==> src/rtl/usb_rx_pkg.sv <==
// Shared types and constants for the USB receive byte assembler.
// SYNC_BYTE is the SYNC pattern as it appears after LSB-first assembly.
package usb_rx_pkg;

  typedef enum logic [2:0] {
    IDLE = 3'd0,
    SYNC = 3'd1,
    DATA = 3'd2,
    DONE = 3'd3,
    ERR  = 3'd4
  } rx_asm_state_t;

  localparam logic [7:0] SYNC_BYTE = 8'h80;

endpackage

==> src/rtl/rx_shift_reg.sv <==
// 8-bit LSB-first deserialiser: new bits enter at the MSB and move toward bit 0.
// Clear has priority over shift.
module rx_shift_reg (
  input  logic       clk_i,
  input  logic       clear_i,
  input  logic       shift_i,
  input  logic       d_i,
  output logic [7:0] q_o
);

  logic [7:0] sr_q;

  // shift register with synchronous clear
  always_ff @(posedge clk_i) begin
    if (clear_i) begin
      sr_q <= 8'h00;
    end else if (shift_i) begin
      sr_q <= {d_i, sr_q[7:1]};
    end else begin
      sr_q <= sr_q;
    end
  end

  assign q_o = sr_q;

endmodule

==> src/rtl/rx_byte_assembler.sv <==
// Frames the unstuffed USB bit stream into bytes, checks SYNC and reports
// byte strobes, packet end and framing errors to the RX control FSM.
module rx_byte_assembler
  import usb_rx_pkg::*;
#(
  parameter logic [7:0]  SYNC_PAT = SYNC_BYTE,
  parameter int unsigned CNT_W    = 7
) (
  input  logic             clk_i,
  input  logic             rst_i,
  input  logic             d_unstuffed_i,
  input  logic             shift_enable_i,
  input  logic             unstuff_hold_i,
  input  logic             eop_i,
  output logic [7:0]       rx_data_o,
  output logic             byte_ready_o,
  output logic             sync_found_o,
  output logic             packet_done_o,
  output logic             rx_error_o,
  output logic [CNT_W-1:0] byte_count_o
);

  rx_asm_state_t    state_q, state_d;
  logic [2:0]       bit_cnt_q, bit_cnt_d;
  logic             eop_seen_q, eop_seen_d;
  logic [7:0]       rx_data_q, rx_data_d;
  logic             byte_ready_q, byte_ready_d;
  logic             sync_found_q, sync_found_d;
  logic             packet_done_q, packet_done_d;
  logic             rx_error_q, rx_error_d;
  logic [CNT_W-1:0] byte_count_q, byte_count_d;

  logic       accept_s;
  logic       sr_shift_s;
  logic       sr_clear_s;
  logic [7:0] sr_s;
  logic [7:0] new_byte_s;

  // eop outranks the strobe; a stuffed bit is never shifted in
  assign accept_s   = shift_enable_i & ~unstuff_hold_i & ~eop_i;
  assign new_byte_s = {d_unstuffed_i, sr_s[7:1]};

  rx_shift_reg u_shift_reg (
    .clk_i   (clk_i),
    .clear_i (rst_i | sr_clear_s),
    .shift_i (sr_shift_s),
    .d_i     (d_unstuffed_i),
    .q_o     (sr_s)
  );

  // next-state, counters and registered output values
  always_comb begin
    state_d       = state_q;
    bit_cnt_d     = bit_cnt_q;
    eop_seen_d    = 1'b0;
    rx_data_d     = rx_data_q;
    byte_ready_d  = 1'b0;
    sync_found_d  = 1'b0;
    packet_done_d = 1'b0;
    rx_error_d    = rx_error_q;
    byte_count_d  = byte_count_q;
    sr_shift_s    = 1'b0;
    sr_clear_s    = 1'b0;

    case (state_q)
      IDLE: begin
        if (accept_s) begin
          state_d    = SYNC;
          sr_shift_s = 1'b1;
          bit_cnt_d  = bit_cnt_q + 3'd1;
        end else begin
          state_d = IDLE;
        end
      end
      SYNC: begin
        if (eop_i) begin
          state_d    = ERR;
          rx_error_d = 1'b1;
          eop_seen_d = 1'b1;
        end else if (accept_s) begin
          sr_shift_s = 1'b1;
          bit_cnt_d  = bit_cnt_q + 3'd1;
          if (bit_cnt_q == 3'd7) begin
            if (new_byte_s == SYNC_PAT) begin
              state_d      = DATA;
              sync_found_d = 1'b1;
              rx_error_d   = 1'b0;
              byte_count_d = '0;
            end else begin
              state_d    = ERR;
              rx_error_d = 1'b1;
            end
          end else begin
            state_d = SYNC;
          end
        end else begin
          state_d = SYNC;
        end
      end
      DATA: begin
        if (eop_i) begin
          if (bit_cnt_q == 3'd0) begin
            state_d       = DONE;
            packet_done_d = 1'b1;
          end else begin
            state_d    = ERR;
            rx_error_d = 1'b1;
            eop_seen_d = 1'b1;
          end
        end else if (accept_s) begin
          sr_shift_s = 1'b1;
          bit_cnt_d  = bit_cnt_q + 3'd1;
          if (bit_cnt_q == 3'd7) begin
            rx_data_d    = new_byte_s;
            byte_ready_d = 1'b1;
            if (byte_count_q != {CNT_W{1'b1}}) begin
              byte_count_d = byte_count_q + CNT_W'(1);
            end else begin
              byte_count_d = byte_count_q;
            end
          end else begin
            state_d = DATA;
          end
        end else begin
          state_d = DATA;
        end
      end
      DONE: begin
        if (!eop_i) begin
          state_d    = IDLE;
          sr_clear_s = 1'b1;
          bit_cnt_d  = 3'd0;
        end else begin
          state_d = DONE;
        end
      end
      ERR: begin
        // the SE0 that ends the broken packet must be seen high before we re-arm
        eop_seen_d = eop_seen_q | eop_i;
        if (eop_seen_q && !eop_i) begin
          state_d    = IDLE;
          sr_clear_s = 1'b1;
          bit_cnt_d  = 3'd0;
          eop_seen_d = 1'b0;
        end else begin
          state_d = ERR;
        end
      end
      default: begin
        state_d    = IDLE;
        sr_clear_s = 1'b1;
        bit_cnt_d  = 3'd0;
      end
    endcase
  end

  // state and output registers
  always_ff @(posedge clk_i) begin
    if (rst_i) begin
      state_q       <= IDLE;
      bit_cnt_q     <= 3'd0;
      eop_seen_q    <= 1'b0;
      rx_data_q     <= 8'h00;
      byte_ready_q  <= 1'b0;
      sync_found_q  <= 1'b0;
      packet_done_q <= 1'b0;
      rx_error_q    <= 1'b0;
      byte_count_q  <= '0;
    end else begin
      state_q       <= state_d;
      bit_cnt_q     <= bit_cnt_d;
      eop_seen_q    <= eop_seen_d;
      rx_data_q     <= rx_data_d;
      byte_ready_q  <= byte_ready_d;
      sync_found_q  <= sync_found_d;
      packet_done_q <= packet_done_d;
      rx_error_q    <= rx_error_d;
      byte_count_q  <= byte_count_d;
    end
  end

  assign rx_data_o     = rx_data_q;
  assign byte_ready_o  = byte_ready_q;
  assign sync_found_o  = sync_found_q;
  assign packet_done_o = packet_done_q;
  assign rx_error_o    = rx_error_q;
  assign byte_count_o  = byte_count_q;

endmodule
==> config.mk <==
export PLATFORM = sky130hd
export DESIGN_NAME = rx_byte_assembler
export DESIGN_NICKNAME = d
export VERILOG_FILES = /design/src/rtl/usb_rx_pkg.sv /design/src/rtl/rx_shift_reg.sv /design/src/rtl/rx_byte_assembler.sv
export SDC_FILE = /design/constraint.sdc
export NUM_CORES = 1
export LEC_CHECK = 0
export CAP_MARGIN = 15
export CELL_PAD_IN_SITES_DETAIL_PLACEMENT = 0
export CELL_PAD_IN_SITES_GLOBAL_PLACEMENT = 1
export CORE_ASPECT_RATIO = 1.4
export CORE_MARGIN = 1
export CORE_UTILIZATION = 35
export DETAILED_ROUTE_END_ITERATION = 12
export PLACE_DENSITY_LB_ADDON = 0.15
export SLEW_MARGIN = 20
export SYNTH_ARGS = -nofsm -noshare
export SYNTH_HDL_FRONTEND = slang
export SYNTH_SLANG_ARGS = --single-unit
==> constraint.sdc <==
create_clock -name clk_i -period 1.58 [get_ports clk_i]
set_input_delay 0.316 -clock clk_i [delete_from_list [all_inputs] [get_ports clk_i]]
set_output_delay 0.316 -clock clk_i [all_outputs]
set_load 0.005 [all_outputs]
==> flow_summary.yaml <==
status:
  status: "finished with violations"
  violations: "design-rule violations, negative setup slack"
hold_path:
  whs_path_depth: 2
  min_from: "rx_data_o[7]"
  hold_path_end: "rx_data_o[7]"
  hold_path_class: "reg2reg"
clocking:
  clock_sinks: 33
  tritoncts: "built"
  h-tree-depth: 2
  cts.path.max_buffers: 2
  clk_pin_slew_ps: 70
  cts_buffers: 5
  insertion_delay_ps: 290
  root_buffer: "clkbuf_8"
layout:
  nets: 244
  utilization_pct: 54.53
  fin_cells: 278
  drive_gt1_share_pct: 27.66
  n_antenna_cell: 0
  fin_area_um2: 2192
  syn_to_final_growth_pct: 45.15
die:
  core-area_um2: 4020
  dieArea_um2: 4585
  die_w_um: 57.52
  rows: 27
  start_util_pct: 37.57
  die_h_um: 79.72
  ios: 25
sta:
  period_share_pct: 103.4
  rsz0062_at_grt: "true"
  slew-limit-headroom_pct: 70.46
  tns_ps: -54.36
  setup_ws_ps: -54.36
  timing.hold.ws_ps: 453.9
  slew_viol_final: 0
  max_freq_ghz: 0.6119
  finalCriticalPeriod_ps: 1634
  final-setup-viol-count: 1
  fin_skew_ps: 3.685
  hold_violations: 0
  worst_slew_pin_slew_ps: 439.1
worst_setup_path:
  worstPathRequired_ps: 1800
  end_kind: "flip-flop"
  crit_fanout: 6
  reg2reg_depth: 6
  slowest_stage: "or4_1"
  critical_path.cell_chain: "ha_4 > ha_4 > and4bb_4 > o211ai_4 > or4_1 > a21oi_1"
  cp.arrival_ps: 1860
  worst_path_most_repeated_cell: "ha_4"
  reg2reg_setup_slack_ps: -50
  path_buf_inv: 0
  crit_family: "simple AND/OR/NAND/NOR gates"
  critPathKind: "reg2reg"
  worstSetupStartpointType: "flip-flop"
  max_stage_delay_ps: 410
  rr_startpoint: "bit_cnt_q[0]"
  r2r_end: "byte_count_o[5]"
yosys:
  syn_area_um2: 1510
  syn_area_per_cell_um2: 8.344
  yosys-top-cells-area: "dfxtp_1 44%, nand2_1 9.9%, a21oi_1 8.9%"
  syn_nets: 191
  synth_top_area_share_pct: 43.74
  synth_flop_cell: "dfxtp_1"
  ys_types: 46
  ys_ff_latch: 33
  ys_seq_area_share_pct: 43.74
  yosys.area.top_type: "dfxtp_1"
  synthMostInstantiatedCell: "nand2_1"
  yosysWarnings: 0
  synthCells: 181
  async_flop_share_pct: 0
  ys_top_cells_by_count: "40 x nand2_1, 33 x dfxtp_1, 27 x a21oi_1"
  synth_edf_count: 0
routing:
  drt-vias-per-instance: 5.306
  num_vias: 1475
  drtPass1Iterations: 8
  top_layer: "met4"
  drcViolationCount: 2
  wirelength_met1_um: 1609
  wl_um: 3834
  wl_per_cell_um: 13.79
  wl_met2_um: 2012
  ant_nets: 0
  wl_met3_um: 142
  drt-initial-drc-count: 53
placement:
  io_buffers: 24
  place_area_um2: 1964
  gp_congestion: 0.8363
  pre_cts_ws_ps: -401.1
  dp_cells: 266
  dpl.hpwl_um: 2703
grt:
  grt_start_max_net_pins: 16
  antenna_found_initial: 0
  overflow: 0
  grt_util_all_layers_pct: 18.36
  grt_pass1_vias: 1369
  grt_pass1_wl_um: 6368
power_and_ir_drop:
  peakVddDrop_v: 0.0004623
  power_leakage_nw: 0.8423
  power.density_nw_per_um2: 721.3
  p_total_mw: 1.581
flow_run:
  drv_cap: 0
worst max-delay path by stage:
stage	start	end	slack [ps]	cells after the start
6_report	bit_cnt_q[0]	byte_count_o[5]	-50	6
5_1_grt	bit_cnt_q[0]	byte_count_o[5]	-110	6
4_1_cts	bit_cnt_q[0]	byte_count_o[5]	-80	6
3_5_place_dp	shift_enable_i	bit_cnt_q[0]	-400	5
3_3_place_gp	shift_enable_i	bit_cnt_q[0]	-330	5
2_1_floorplan	bit_cnt_q[0]	byte_count_o[6]	-20	7
cell families after synthesis:
logic type | share of synthesized area [%]
simple gates | 27.76
compound gates | 20.80
flops | 43.74
buf+inv | 4.390
fa+ha+maj | 3.314
registers in the layout (all words and copies together) (netlist names):
signal / flops
byte_count_o: 7
rx_error_o: 1
sync_found_o: 1
state_q: 3
packet_done_o: 1
rx_data_o: 8
u_shift_reg.q_o: 7
eop_seen_q: 1
byte_ready_o: 1
bit_cnt_q: 3
routing by layer:
metal / vias up / track usage (%)
met3: 8 / 5.186
li1: 745 / -
met4: 0 / 8.780
met2: 27 / 31.74
met5: - / 0
met1: 695 / 20.32
cell type report:
| class | count | area, µm² |
|---|---|---|
| inverter | 6 | 22.52 |
| multi-input combinational | 134 | 884.6 |
| fill | 369 | 1828 |
| timing repair buffer | 54 | 479.2 |
| clock inverter | 2 | 10.01 |
| sequential | 33 | 669.4 |
| tap | 43 | 53.80 |
| clock buffer | 6 | 72.57 |
layout by cell type, fill, tap and decap left out, types with 2 or more instances in the layout:
master / netlist / routed
clkdlybuf4s50_1: 0 / 20
a21oi_2: 0 / 3
nor2_1: 5 / 5
buf_6: 1 / 2
dfxtp_2: 0 / 4
buf_4: 0 / 28
o21a_1: 2 / 2
o21ai_0: 6 / 4
clkinv_2: 0 / 2
nor2b_1: 4 / 4
clkbuf_8: 0 / 5
o21ai_1: 0 / 2
nand4_1: 4 / 4
inv_1: 6 / 6
nand2_2: 0 / 2
dfxtp_1: 33 / 28
ha_4: 0 / 2
nand3_1: 6 / 6
dlymetal6s2s_1: 0 / 3
nand2_1: 40 / 38
or3_1: 3 / 3
a21oi_1: 27 / 24
a21oi_4: 1 / 2
power by group:
group | total, mW | switching [mW] | internal [mW]
sequential | 0.842 | 0.00585 | 0.836
clock | 0.622 | 0.317 | 0.305
combinational | 0.117 | 0.0593 | 0.0573
what timing repair did:
action | CTS | global route
setup endpoints to repair | 24 | 33
cloned | 1 | 0
pin swaps | 3 | 7
hold buffers | 0 | 0
resized for setup | 12 | 20
buffers inserted | 2 | 1
tightest hold or removal path, stage by stage, from the launching register on:
cell	delay (ps)
dfxtp_1	310
nand2_1	50
a21oi_1	50
Power figures use the tool's default switching activity.
